--- src/rtl/uart_pkg.sv ---
// Shared UART definitions: FSM state encodings, word-length codes and the
// word-length / parity helpers used by the transmit (and future receive) path.
package uart_pkg;

   typedef enum logic [2:0] {
      IDLE   = 3'd0,
      START  = 3'd1,
      DATA   = 3'd2,
      PARITY = 3'd3,
      STOP   = 3'd4
   } tx_state_e;

   localparam logic [1:0] WLS_5 = 2'b00;
   localparam logic [1:0] WLS_6 = 2'b01;
   localparam logic [1:0] WLS_7 = 2'b10;
   localparam logic [1:0] WLS_8 = 2'b11;

   function automatic logic [3:0] wordlen(input logic [1:0] wls);
      return 4'd5 + {2'b00, wls};
   endfunction

   // eps=1 gives even parity (XOR of active bits), eps=0 its inverse.
   function automatic logic parity_bit(input logic [7:0] data,
                                       input logic [1:0] wls,
                                       input logic       eps);
      logic p;
      p = 1'b0;
      for (int i = 0; i < 8; i++) begin
         if (i < int'(wordlen(wls))) p = p ^ data[i];
      end
      return eps ? p : ~p;
   endfunction

endpackage

--- src/rtl/uart_bit_timer.sv ---
// Bit-period timer: counts baud ticks 0..OVERSAMPLE-1 and flags the tick
// that closes a bit. Shared between the transmitter and the receiver.
module uart_bit_timer #(
   parameter int OVERSAMPLE = 16
) (
   input  logic BCLK,
   input  logic RST,
   input  logic tick,
   input  logic clear,
   output logic bit_end
);

   localparam int CW = (OVERSAMPLE > 1) ? $clog2(OVERSAMPLE) : 1;
   localparam logic [CW-1:0] LAST = CW'(OVERSAMPLE - 1);

   logic [CW-1:0] cnt;

   // clear wins over tick, so a tick on the clearing edge is not counted.
   always_ff @(posedge BCLK or posedge RST) begin
      if (RST)            cnt <= '0;
      else if (clear)     cnt <= '0;
      else if (tick)      cnt <= (cnt == LAST) ? '0 : cnt + CW'(1);
   end

   assign bit_end = tick & ~clear & (cnt == LAST);

endmodule

--- src/rtl/uart_tx_framer.sv ---
// UART transmit framer: start bit, 5-8 data bits LSB first, optional parity,
// 1 or 2 stop bits, with a break override on the line output.
module uart_tx_framer
   import uart_pkg::*;
#(
   parameter int OVERSAMPLE = 16,
   parameter int DATA_W     = 8
) (
   input  logic              BCLK,
   input  logic              RST,
   input  logic              baud_tick,
   input  logic [DATA_W-1:0] tx_data,
   input  logic              tx_valid,
   output logic              tx_ready,
   input  logic [1:0]        wls,
   input  logic              pen,
   input  logic              eps,
   input  logic              stb,
   input  logic              brk,
   output logic              txd,
   output logic              tsr_busy,
   output logic              tx_done,
   output tx_state_e         state_dbg
);

   // Handshake: a word transfers on any BCLK edge where tx_valid and tx_ready
   // are both high; tx_ready depends on the state register only.
   tx_state_e         state;
   logic [DATA_W-1:0] shift_q;
   logic [2:0]        bit_cnt;
   logic              stop_cnt;
   logic [1:0]        wls_q;
   logic              pen_q, stb_q, par_q;
   logic              txd_q, busy_q, done_q;
   logic              bit_end;
   logic [7:0]        data8;

   always_comb begin
      data8 = '0;
      for (int i = 0; i < DATA_W && i < 8; i++) data8[i] = tx_data[i];
   end

   uart_bit_timer #(.OVERSAMPLE(OVERSAMPLE)) u_timer (
      .BCLK    (BCLK),
      .RST     (RST),
      .tick    (baud_tick),
      .clear   (state == IDLE),
      .bit_end (bit_end)
   );

   always_ff @(posedge BCLK or posedge RST) begin
      if (RST) begin
         state    <= IDLE;
         shift_q  <= '0;
         bit_cnt  <= '0;
         stop_cnt <= 1'b0;
         wls_q    <= WLS_8;
         pen_q    <= 1'b0;
         stb_q    <= 1'b0;
         par_q    <= 1'b0;
         txd_q    <= 1'b1;
         busy_q   <= 1'b0;
         done_q   <= 1'b0;
      end else begin
         done_q <= 1'b0;
         case (state)
            IDLE: if (tx_valid) begin
               // Parity is resolved at accept so later config changes cannot leak in.
               shift_q  <= tx_data;
               wls_q    <= wls;
               pen_q    <= pen;
               stb_q    <= stb;
               par_q    <= parity_bit(data8, wls, eps);
               bit_cnt  <= '0;
               stop_cnt <= 1'b0;
               txd_q    <= 1'b0;
               busy_q   <= 1'b1;
               state    <= START;
            end
            START: if (bit_end) begin
               txd_q   <= shift_q[0];
               shift_q <= shift_q >> 1;
               state   <= DATA;
            end
            DATA: if (bit_end) begin
               if ({1'b0, bit_cnt} == wordlen(wls_q) - 4'd1) begin
                  txd_q <= pen_q ? par_q : 1'b1;
                  state <= pen_q ? PARITY : STOP;
               end else begin
                  bit_cnt <= bit_cnt + 3'd1;
                  txd_q   <= shift_q[0];
                  shift_q <= shift_q >> 1;
               end
            end
            PARITY: if (bit_end) begin
               txd_q <= 1'b1;
               state <= STOP;
            end
            STOP: if (bit_end) begin
               if (stb_q && !stop_cnt) begin
                  stop_cnt <= 1'b1;
               end else begin
                  state  <= IDLE;
                  busy_q <= 1'b0;
                  done_q <= 1'b1;
               end
            end
            default: state <= IDLE;
         endcase
      end
   end

   assign tx_ready  = (state == IDLE);
   assign txd       = txd_q & ~brk;
   assign tsr_busy  = busy_q;
   assign tx_done   = done_q;
   assign state_dbg = state;

endmodule

--- config.mk ---
export PLATFORM = sky130hd
export DESIGN_NAME = uart_tx_framer
export DESIGN_NICKNAME = d
export VERILOG_FILES = /design/src/rtl/uart_pkg.sv /design/src/rtl/uart_bit_timer.sv /design/src/rtl/uart_tx_framer.sv
export SDC_FILE = /design/constraint.sdc
export NUM_CORES = 1
export LEC_CHECK = 0
export ABC_AREA = 1
export BUFFER_PORTS_ARGS = -buffer_cell sky130_fd_sc_hd__clkbuf_2
export CORE_UTILIZATION = 35
export CTS_BUF_LIST = sky130_fd_sc_hd__clkbuf_8 sky130_fd_sc_hd__clkbuf_16
export CTS_CLUSTER_DIAMETER = 200
export CTS_CLUSTER_SIZE = 12
export DETAILED_ROUTE_END_ITERATION = 10
export PLACE_DENSITY_LB_ADDON = 0.3
export SLEW_MARGIN = 20
export SYNTH_ARGS = -nofsm -noshare
export SYNTH_HDL_FRONTEND = slang
export SYNTH_HIERARCHICAL = 1
export SYNTH_SLANG_ARGS = --single-unit
--- constraint.sdc ---
create_clock -name BCLK -period 2.8 [get_ports BCLK]
set_input_delay 0.14 -clock BCLK [delete_from_list [all_inputs] [get_ports BCLK]]
set_output_delay 0.14 -clock BCLK [all_outputs]
set_load 0.005 [all_outputs]
# == Word level (Yosys, flattened, before mapping) ==
# Index checks and enable logic that the tools add are counted.
# totals
register_bits,27
inputBits,18
wordCells,131
# classes
n_addsub,5
n_lt_le_gt_ge,8
n_eq_ne,15
mux,63
bitwise,13
reduce_logical,15
# ops
cell,n
1-bit two-way mux,39
3-bit two-way mux,11
8-bit two-way mux,4
8-bit case mux with 3 select lines,1
2-bit inequality test (second input constant),9
3-bit by 4-bit < comparator with 1-bit output (first input constant),4
3-bit case mux with 5 select lines,1
4-bit two-way mux,3
4-bit AND reduction,3
5-bit AND reduction,2
3-bit by 2-bit adder with 4-bit output (first input constant),2
1-bit by 4-bit < comparator with 1-bit output (first input constant),2
2-bit by 4-bit < comparator with 1-bit output (first input constant),2
7-bit AND reduction,1
1-bit XOR,7
3-bit by 2-bit equality test with 1-bit output (second input constant),2
3-bit case mux with 2 select lines,1
2-bit nonzero test,3
4-bit by 1-bit adder with 4-bit output (second input constant),1
3-bit by 4-bit equality test with 1-bit output,1
4-bit equality test (second input constant),1
1-bit case mux with 2 select lines,2
1-bit case mux with 4 select lines,1
4-bit nonzero test,1
other kinds (11),15

# == Depth between registers and ports, before layout ==
# Gate-level depths: netlist of run 1.
# depth
depth_word,35
ltp_mapped,13
mapped_depth_nobuf,13

# == Modules after synthesis ==
# Netlist of run 1, hierarchy kept.
# modules_own_cells
module,instances,cells_per_inst,area_per_inst_um2,seq_area_each_um2
uart_tx_framer,1,203,1477.7,579.3
uart_bit_timer,1,27,226.5,100.1

# == Worst setup path after synthesis of run 1 ==
# No wires, ideal clock.
# synth_timing
path_type,flip-flop to flip-flop
start,"register state[0], in the netlist state_dbg[0]"
end,"register state[0], in the netlist state_dbg[0]"
setup_time_ns,0.127
arrival_time_ns,1.760
t_required_ns,2.673
path_slack_ns,0.913
stages_incl_launch_ff,14
path_buffers,0
synth_period_minus_slack_ns,1.887
cell_sequence,dfrtp_1 > inv_2 > nand2_4 > nor2_4 > nor2_2 > inv_1 > nor2_1 > inv_1 > nand3_1 > nand2_1 > nor2_1 > nand3_2 > nand2_1 > o21ai_0
# synth_via
elab_chain_cells,6
# synth_lines
item,line_no,rtl
"start, declared",uart_tx_framer.sv:28,tx_state_e state;
"start signal, assigned",uart_tx_framer.sv:88,state <= pen_q ? PARITY : STOP;
3-bit logical NOT (*),-,
net tx_ready,uart_tx_framer.sv:14,"output logic tx_ready,"
1-bit inverter (*),uart_bit_timer.sv:25,assign bit_end = tick & ~clear & (cnt == LAST);
1-bit AND (*) (2 in series),uart_bit_timer.sv:25,
net bit_end,uart_tx_framer.sv:35,logic bit_end;
2-bit inequality test (no source line),-,
7-bit AND reduction (no source line) (*),-,
# The timed path passes the listed nets; every way through them passes the cells marked *.
# A chain may end at the register's enable or synchronous reset.

# == Worst setup path after layout of run 1 ==
# layout_timing
start,"register state[0], in the netlist state_dbg[0]"
end,"register state[0], in the netlist state_dbg[0]"
# layout_via
elab_chain_cells,6
# layout_lines
item,line_no,rtl
3-bit logical NOT (*),uart_tx_framer.sv:47,".clear (state == IDLE),"
1-bit inverter (*),uart_bit_timer.sv:25,
1-bit AND (*) (2 in series),uart_bit_timer.sv:25,
net bit_end,uart_tx_framer.sv:35,
2-bit inequality test (no source line),-,
7-bit AND reduction (no source line) (*),-,
# Marks and branches as above.

==> flow_summary.toml, run 1 <==
[power_and_ir_drop]
switchingPower_w = 0.000957
p_leak_nw = 1.03
switching_share = 0.475
vdd_drop_max_uv = 342
p_int_w = 0.00106
p_seq_frac = 0.345
power_density_nw_per_um2 = 1050
pwr-share-comb = 0.537
pwr-share-clk = 0.117

[cts]
numCtsBuffers = 3
h-tree-depth = 1
cts_setup_buffers = 0
cts_hold_buf = 1
cts_sinks = 27
cts.path.max_buffers = 2
cts_tree = "done"
ctsResizeCount = 0
cts-root-buf = "clkbuf_8"
path_clk_slew_ns = 0.10
clock_latency_ns = 0.28

[placed_design]
place.port_buffers = 24
place_congestion = 0.795
dp_slack_ns = 0.734
dp_hpwl_microns = 2450

[yosys]
synth.yosys.seq_area_share = 0.399
synth_mux_area_frac = 0
syn_inst = 230
synth_xor_area_frac = 0.0103
synth_nets = 250
synth_compound_area_frac = 0.128
syn_area_per_cell_sq_um = 7.41
syn_area_sq_um = 1700
synth_top_family_by_area = "simple AND/OR/NAND/NOR gates"
synthDistinctLibCells = 30
synth_seq_cells = 27
yosys.area_share.adder = 0.0147
yosys_warnings = 6
synth_simple_gate_area_frac = 0.348

[timing]
tightestPinTransition_ns = 0.867
rsz0062_at_grt = "false"
hold_violations = 0
relSlewSlack = 0.421
whs_ns = 0.0466
setup-tns-final_ns = 0
final-max-slew-violation-count = 0
setup_viol = 0
min_period_ns = 2.11
fmax_ghz = 0.474
fin_skew_ns = 0.0116
period_share = 0.754
postLayoutSetupSlackWorst_ns = 0.689

[setup_path]
path_depth = 13
max_stage_delay_ns = 0.54
ff2ff_path_depth = 13
path_cells = "inv_2 > nand2_4 > nor2_4 > nor2_2 > inv_1 > nor2_1 > inv_1 > nand3_1 > nand2_1 > nor2_1 > nand3_2 > nand2_1 > o21ai_0"
crit_path_top_delay_cell = "dfrtp_1"
timing.rr.start = "state_dbg[0]"
cp_num_buf_inv = 3
worstSetupPathType = "reg -> reg"
rr_endpoint = "state_dbg[0]"
arrival_ns = 2.27
reg2reg_setup_slack_ns = 0.69
worstPathRequired_ns = 2.96
cp_max_fo = 8
crit_family = "simple AND/OR/NAND/NOR gates"
start_kind = "flop"
worst_setup_path_end_kind = "flop"

[grt]
antenna_found_initial = 0
grt_util_all_layers = 0.141
grt_max_degree = 24
gr-total-overflow = 0
grt_pass1_vias = 1325
grt_pass1_wl_microns = 5750

[floorplanning]
ios = 25
die_h_microns = 71.8
start_util = 0.363
core_sq_um = 4690
rows = 25
die_area_sq_um = 5150
die_w_microns = 71.8

[route]
drc = 0
drt.antenna.violating_nets = 0
avgViaCountPerCell = 4.57
dr.pass1.iters = 4
finalWirelength_microns = 3180
route.vias.total = 1420
post_drt_wl_per_cell_microns = 10.2
drtIter0Drc = 93

[worst_hold_path]
hp-class = "in -> reg"
whs_path_depth = 3
hold_path_end = "stb_q"
min-delay-start = "stb"

[cells_and_area]
drive_above_1_share = 0.233
multi_input_area_sq_um = 853
num_antenna_cells = 0
final_common_cell = "nand2_1"
nFillCells = 493
syn_to_final_growth_pct = 13.1
regArea_sq_um = 679
final_nets = 278
final_cell_mix = "74 x nand2_1, 37 x inv_1, 24 x dfrtp_1, 24 x clkbuf_2"

[outcome]
status = "completed"

[job]
cap_viol_max_count = 0
-- synthesized netlist by cell type --
| master | count | area (sq um) |
|---|---|---|
| a21boi_0 | 1 | 7.51 |
| a21oi_1 | 2 | 10.0 |
| a21oi_2 | 2 | 17.5 |
| a22o_1 | 1 | 8.76 |
| buf_12 | 1 | 20.0 |
| buf_2 | 1 | 5.00 |
| dfrtp_1 | 24 | 601 |
| dfstp_2 | 3 | 78.8 |
| ha_1 | 2 | 25.0 |
| inv_1 | 37 | 139 |
| inv_2 | 2 | 7.51 |
| nand2_1 | 74 | 278 |
| nand2_2 | 5 | 31.3 |
| nand2_4 | 4 | 45.0 |
| nand3_1 | 16 | 80.1 |
| nand3_2 | 2 | 20.0 |
| nand3b_1 | 1 | 7.51 |
| nand4_1 | 3 | 18.8 |
| nor2_1 | 11 | 41.3 |
| nor2_2 | 1 | 6.26 |
| nor2_4 | 4 | 45.0 |
| nor3b_1 | 1 | 7.51 |
| nor4_1 | 1 | 6.26 |
| o21a_1 | 1 | 7.51 |
| o21ai_0 | 16 | 80.1 |
| o21ai_1 | 2 | 10.0 |
| o21ai_2 | 8 | 70.1 |
| o22ai_1 | 1 | 6.26 |
| or2_2 | 1 | 6.26 |
| xnor2_1 | 2 | 17.5 |
-- worst reg2reg max path: stages, from the launching register on --
cell and delay, ns:
dfrtp_1 0.54, inv_2 0.08, nand2_4 0.12, nor2_4 0.07, nor2_2 0.17, inv_1 0.07, nor2_1 0.24, inv_1 0.15
nand3_1 0.11, nand2_1 0.06, nor2_1 0.11, nand3_2 0.13, nand2_1 0.08, o21ai_0 0.08
-- final cells by class --
cell class	instances	share of cell area
multi-input cells	162	0.443
flip-flops and latches	27	0.353
inverters	39	0.0760
repair buffers	25	0.0675
well taps	54	0.0351
clock buffers	3	0.0214
clock inverters	1	0.00455
-- state kept, by name, indices dropped and copies added, names as in the netlist --
register	count
shift_q	8
bit_cnt	3
tsr_busy	1
tx_done	1
par_q	1
stop_cnt	1
state_dbg	3
u_timer/cnt	4
stb_q	1
wls_q	2
pen_q	1
txd_q	1
-- stage by stage --
stage	utilization	total power [W]	area (sq um)	cells
2_1_floorplan	-	0.00163	1700	230
3_3_place_gp	0.398	0.00179	1870	306
3_5_place_dp	0.398	0.00180	1870	306
4_1_cts	0.411	0.00204	1930	311
5_1_grt	0.411	0.00222	1930	311
6_report	0.411	0.00202	1930	311
-- worst max-delay path by stage --
stage | startpoint | endpoint | slack (ns)
after global placement | state_dbg[0] | state_dbg[2] | 0.79
after global routing | state_dbg[0] | state_dbg[0] | 0.46
after CTS | state_dbg[0] | state_dbg[0] | 0.69
final | state_dbg[0] | state_dbg[0] | 0.69
after detailed placement | state_dbg[0] | state_dbg[0] | 0.73
after floorplan | state_dbg[0] | state_dbg[0] | 0.91
-- metal layers --
layer	vias up	GRT usage	routed length, microns
li1	774	-	-
met1	618	0.193	1720
met2	23	0.224	1320
met3	5	0.0169	79
met4	0	0.0588	60
met5	-	0	0
-- cell families (layout without fill, tap and decap cells) --
family          count (synthesis)  after routing
simple gates                  124            124
buf+inv                        41             68
compound gates                 34             34
flops                          27             27
fa+ha+maj                       2              2
xor+xnor                        2              2
-- power groups by stage --
stage / Clock [W] / Sequential [W] / Combinational (W)
3_3_place_gp: 0 / 0.000700 / 0.00109
5_1_grt: 0.000264 / 0.000719 / 0.00123
2_1_floorplan: 0 / 0.000675 / 0.000950
4_1_cts: 0.000244 / 0.000697 / 0.00110
3_5_place_dp: 0 / 0.000702 / 0.00110
6_report: 0.000236 / 0.000696 / 0.00108
Note: power is estimated with default switching activity, not from simulation.
==> run 2, diff against run 1 <==
==> constraint.sdc (replaced) <==
create_clock -name BCLK -period 2 [get_ports BCLK]
set_input_delay 0.1 -clock BCLK [delete_from_list [all_inputs] [get_ports BCLK]]
set_output_delay 0.1 -clock BCLK [all_outputs]
set_load 0.005 [all_outputs]
==> run 2 against run 1 <==
  * Global-route usage is 0.52 points higher
  * Count of clock-buffer cells in the layout stayed put
  * Critical path depth decreased by 1
  * Flip-flop and latch count did not move
  * Maximum frequency grew 18%
==> flow_summary.toml, run 2 (synthesis results as in run 1) <==
[outcome]
status = "completed"

[worst_hold_path]
whs_path_depth = 3
hold_path_end = "stb_q"
min-delay-start = "stb"
hp-class = "in -> reg"

[timing]
whs_ns = 0.0103
fin_skew_ns = 0.00619
setup_viol = 0
hold_violations = 0
postLayoutSetupSlackWorst_ns = 0.214
min_period_ns = 1.79
period_share = 0.893
fmax_ghz = 0.560
rsz0062_at_grt = "false"
final-max-slew-violation-count = 0
setup-tns-final_ns = 0
tightestPinTransition_ns = 0.321
relSlewSlack = 0.786

[cells_and_area]
final_common_cell = "nand2_1"
fin_cells = 315
drive_above_1_share = 0.245
reg_top3 = "shift_q: 8 flops, u_timer/cnt: 4 flops"
largest_reg_flops = 8
final_nets = 282
regMostFlops = "shift_q"
num_antenna_cells = 0
final_cell_mix = "74 x nand2_1, 37 x inv_1, 24 x dfrtp_1, 24 x clkbuf_2"
syn_to_final_growth_pct = 14.6

[cts]
cts-root-buf = "clkbuf_8"
ctsResizeCount = 0
numCtsBuffers = 3
path_clk_slew_ns = 0.10
cts.path.max_buffers = 2
h-tree-depth = 1
cts_sinks = 27
cts_tree = "done"
clock_latency_ns = 0.28

[floorplanning]
rows = 25
die_h_microns = 71.8
start_util = 0.363
die_area_sq_um = 5150
core_sq_um = 4690
die_w_microns = 71.8
ios = 25

[setup_path]
start_kind = "flop"
worstPathRequired_ns = 2.17
timing.rr.start = "state_dbg[1]"
ff2ff_path_depth = 12
worstSetupPathType = "reg -> reg"
arrival_ns = 1.96
worst_setup_path_end_kind = "flop"
cp_max_fo = 16
rr_endpoint = "shift_q[5]"
reg2reg_setup_slack_ns = 0.21

[route]
drt.antenna.violating_nets = 0
drtIter0Drc = 73
route.vias.total = 1465
dr.pass1.iters = 4
post_drt_wl_per_cell_microns = 10.4
finalWirelength_microns = 3270
avgViaCountPerCell = 4.65
drc = 0

[power_and_ir_drop]
vdd_drop_max_uv = 423
power_density_nw_per_um2 = 1460
p_leak_nw = 1.05

[job]
cap_viol_max_count = 0

[grt]
antenna_found_initial = 0
grt_max_degree = 24
gr-total-overflow = 0
grt_pass1_vias = 1421
grt_util_all_layers = 0.146
grt_pass1_wl_microns = 5980

[placed_design]
dp_slack_ns = 0.205
dp_cells = 310
place.port_buffers = 24
dp_hpwl_microns = 2480
place_congestion = 0.794
==> run 2: cell count changes in the layout (fill, tap and decap cells not counted), sizes merged <==
cell | previous run | this run
inv | 40 | 39
clkinv | 0 | 1
buf | 0 | 4
==> run 2: power by group <==
group | internal, W | switching (W)
Combinational | 0.000570 | 0.000991
Sequential | 0.000797 | 0.000170
Clock | 0.000140 | 0.000182
==> run 2: through the flow <==
step / utilization / power, W / area, sq um
6_report: 0.416 / 0.00285 / 1950
4_1_cts: 0.416 / 0.00289 / 1950
3_5_place_dp: 0.404 / 0.00256 / 1900
3_3_place_gp: 0.404 / 0.00254 / 1900
5_1_grt: 0.416 / 0.00314 / 1950
2_1_floorplan: - / 0.00228 / 1700
==> run 2: layer usage <==
layer  track usage  vias to the layer above  share of wire
met5             0                        -              0
met4        0.0654                        0          0.017
met3        0.0127                        4          0.024
met2         0.244                       24           0.45
met1         0.192                      653           0.50
li1              -                      784              -
==> run 2: cell type report <==
class                           instances  area, sq um
Clock buffer                            3         41.3
Clock inverter                          1         5.00
Fill cell                             485         2740
Inverter                               39          146
Multi-Input combinational cell        162          853
Sequential cell                        27          679
Tap cell                               54         67.6
Timing Repair Buffer                   29          160
==> run 2: timing repair <==
item / CTS / global route
hold buffers: 1 / 0
hold endpoints to repair: 24 / 0
buffers inserted: 0 / 0
==> run 2: critical path, stage by stage (launching register included) <==
cell	delay (ns)
dfrtp_1	0.43
inv_1	0.11
nand2_4	0.11
nor2_4	0.04
nor2_2	0.16
inv_1	0.07
nor2_1	0.12
buf_4	0.15
nor2_4	0.04
nor2_4	0.14
nand2_4	0.15
nand2_1	0.11
o21ai_2	0.05
==> run 2: worst max path at each step <==
stage,from,to,cells after the start
floorplan,state_dbg[0],state_dbg[0],13
global placement,state_dbg[1],shift_q[3],12
detailed placement,state_dbg[1],shift_q[6],12
CTS,state_dbg[1],shift_q[6],12
global route,state_dbg[1],state_dbg[0],13
finish,state_dbg[1],shift_q[5],12
==> run 3, diff against run 2 <==
--- a/config.mk
+++ b/config.mk
@@ -6,7 +6,7 @@
 export NUM_CORES = 1
 export LEC_CHECK = 0
 export ABC_AREA = 1
-export BUFFER_PORTS_ARGS = -buffer_cell sky130_fd_sc_hd__clkbuf_2
+export BUFFER_PORTS_ARGS = -buffer_cell sky130_fd_sc_hd__buf_2
 export CORE_UTILIZATION = 35
 export CTS_BUF_LIST = sky130_fd_sc_hd__clkbuf_8 sky130_fd_sc_hd__clkbuf_16
 export CTS_CLUSTER_DIAMETER = 200
==> run 3 against run 2 <==
  * Register-to-register slack barely moved
  * Sequential share of layout area fell by 0.089 points
  * Clock skew fell by 0.0012 ns
  * Worst setup slack improved by 0.011 ns
  * Critical endpoint is now shift_q[6]
==> flow_summary.toml, run 3 (synthesis results as in run 1) <==
[grt]
gr-total-overflow = 0
antenna_found_initial = 0
grt_max_degree = 24
grt_pass1_vias = 1378
grt_pass1_wl_microns = 5910
grt_util_all_layers = 0.142

[timing]
relSlewSlack = 0.776
final-max-slew-violation-count = 0
fmax_ghz = 0.563
rsz0062_at_grt = "false"
setup-tns-final_ns = 0
setup_viol = 0
min_period_ns = 1.78
hold_violations = 0
fin_skew_ns = 0.00503
period_share = 0.888
tightestPinTransition_ns = 0.334

[placed_design]
dp_hpwl_microns = 2520
place.port_buffers = 24
place_congestion = 0.804

[floorplanning]
core_sq_um = 4690
start_util = 0.363
die_h_microns = 71.8
die_w_microns = 71.8
ios = 25
rows = 25
die_area_sq_um = 5150

[cells_and_area]
final_common_cell = "nand2_1"
drive_above_1_share = 0.245
final_nets = 282
multi_input_area_sq_um = 858
nFillCells = 498
final_cell_mix = "74 x nand2_1, 37 x inv_1, 24 x dfrtp_1, 24 x buf_2, 16 x nand3_1"
num_antenna_cells = 0
syn_to_final_growth_pct = 14.9
regArea_sq_um = 679
largest_reg_flops = 8
regMostFlops = "shift_q"
utilization = 0.417
reg_top3 = "shift_q: 8 flops, u_timer/cnt: 4 flops"

[route]
drt.antenna.violating_nets = 0
post_drt_wl_per_cell_microns = 10.5
route.vias.total = 1465
avgViaCountPerCell = 4.65
finalWirelength_microns = 3320
dr.pass1.iters = 4
drtIter0Drc = 74
drc = 0

[job]
cap_viol_max_count = 0

[worst_hold_path]
whs_path_depth = 3
hp-class = "in -> reg"

[setup_path]
arrival_ns = 1.98
worstSetupPathType = "reg -> reg"
worst_setup_path_end_kind = "flop"
cp_max_fo = 16
worstPathRequired_ns = 2.20
ff2ff_path_depth = 8
start_kind = "flop"

[cts]
cts.path.max_buffers = 2
cts-root-buf = "clkbuf_8"
clock_latency_ns = 0.27
cts_tree = "done"
numCtsBuffers = 3
cts_sinks = 27
h-tree-depth = 1
path_clk_slew_ns = 0.10

[power_and_ir_drop]
power_density_nw_per_um2 = 1470
p_leak_nw = 1.05
vdd_drop_max_uv = 553

[outcome]
status = "completed"
[run 3: repair_timing]
action / CTS / global route
hold endpoints to repair: 24 / 0
hold buffers: 1 / 0
setup buffers: 0 / 0
endpoints found under the setup margin: 0 / 3
resized for setup: 0 / 2
[run 3: worst max-delay path, cell delays in order, from the launching register on]
cell	delay, ns
dfrtp_1	0.46
buf_4	0.18
a21oi_2	0.23
nand2_2	0.24
nor2_4	0.18
nor2_4	0.06
nand2_4	0.19
nand2_1	0.11
o21ai_2	0.06
[run 3: path summary, 6_finish.rpt]
| check | startpoint | endpoint | slack [ns] |
|---|---|---|---|
| min | stb | stb_q | 0.02 |
| max reg2reg | state_dbg[0] | shift_q[6] | 0.22 |
| min reg2reg | shift_q[3] | shift_q[3] | 0.49 |
| max in group asynchronous | RST | wls_q[1] | 1.30 |
| min in group asynchronous | RST | u_timer/cnt[1] | 0.25 |
| max | state_dbg[0] | shift_q[6] | 0.22 |
[run 3: area by class of cell]
class,count,share of cell area
flip-flops and latches,27,0.347
well taps,54,0.0345
repair buffers,29,0.0818
inverters,39,0.0748
clock inverters,1,0.00256
clock buffers,3,0.0211
multi-input cells,162,0.438
[run 3: metal layers]
layer,vias to the layer above,global-route usage,share of wire
li1,779,-,-
met1,660,0.195,0.51
met2,24,0.240,0.46
met3,2,0.0141,0.029
met4,0,0.0392,0.0063
met5,-,0,0
[run 3: stage by stage]
step / area, sq um / hold WS (ns) / setup slack [ns] / std cells / power, W
floorplan: 1700 / -0.134 / 0.113 / 230 / 0.00228
global placement: 1900 / 0.00447 / 0.222 / 310 / 0.00254
detailed placement: 1900 / 0.00166 / 0.197 / 310 / 0.00257
CTS: 1950 / 0.0109 / 0.173 / 315 / 0.00289
global route: 1960 / 0.0379 / 0.0334 / 315 / 0.00315
finish: 1960 / 0.0153 / 0.225 / 315 / 0.00287
[run 3: power breakdown]
group | internal (W) | switching (W)
combinational | 0.000577 | 0.00102
sequential | 0.000797 | 0.000165
clock | 0.000140 | 0.000173
total | 0.00151 | 0.00136
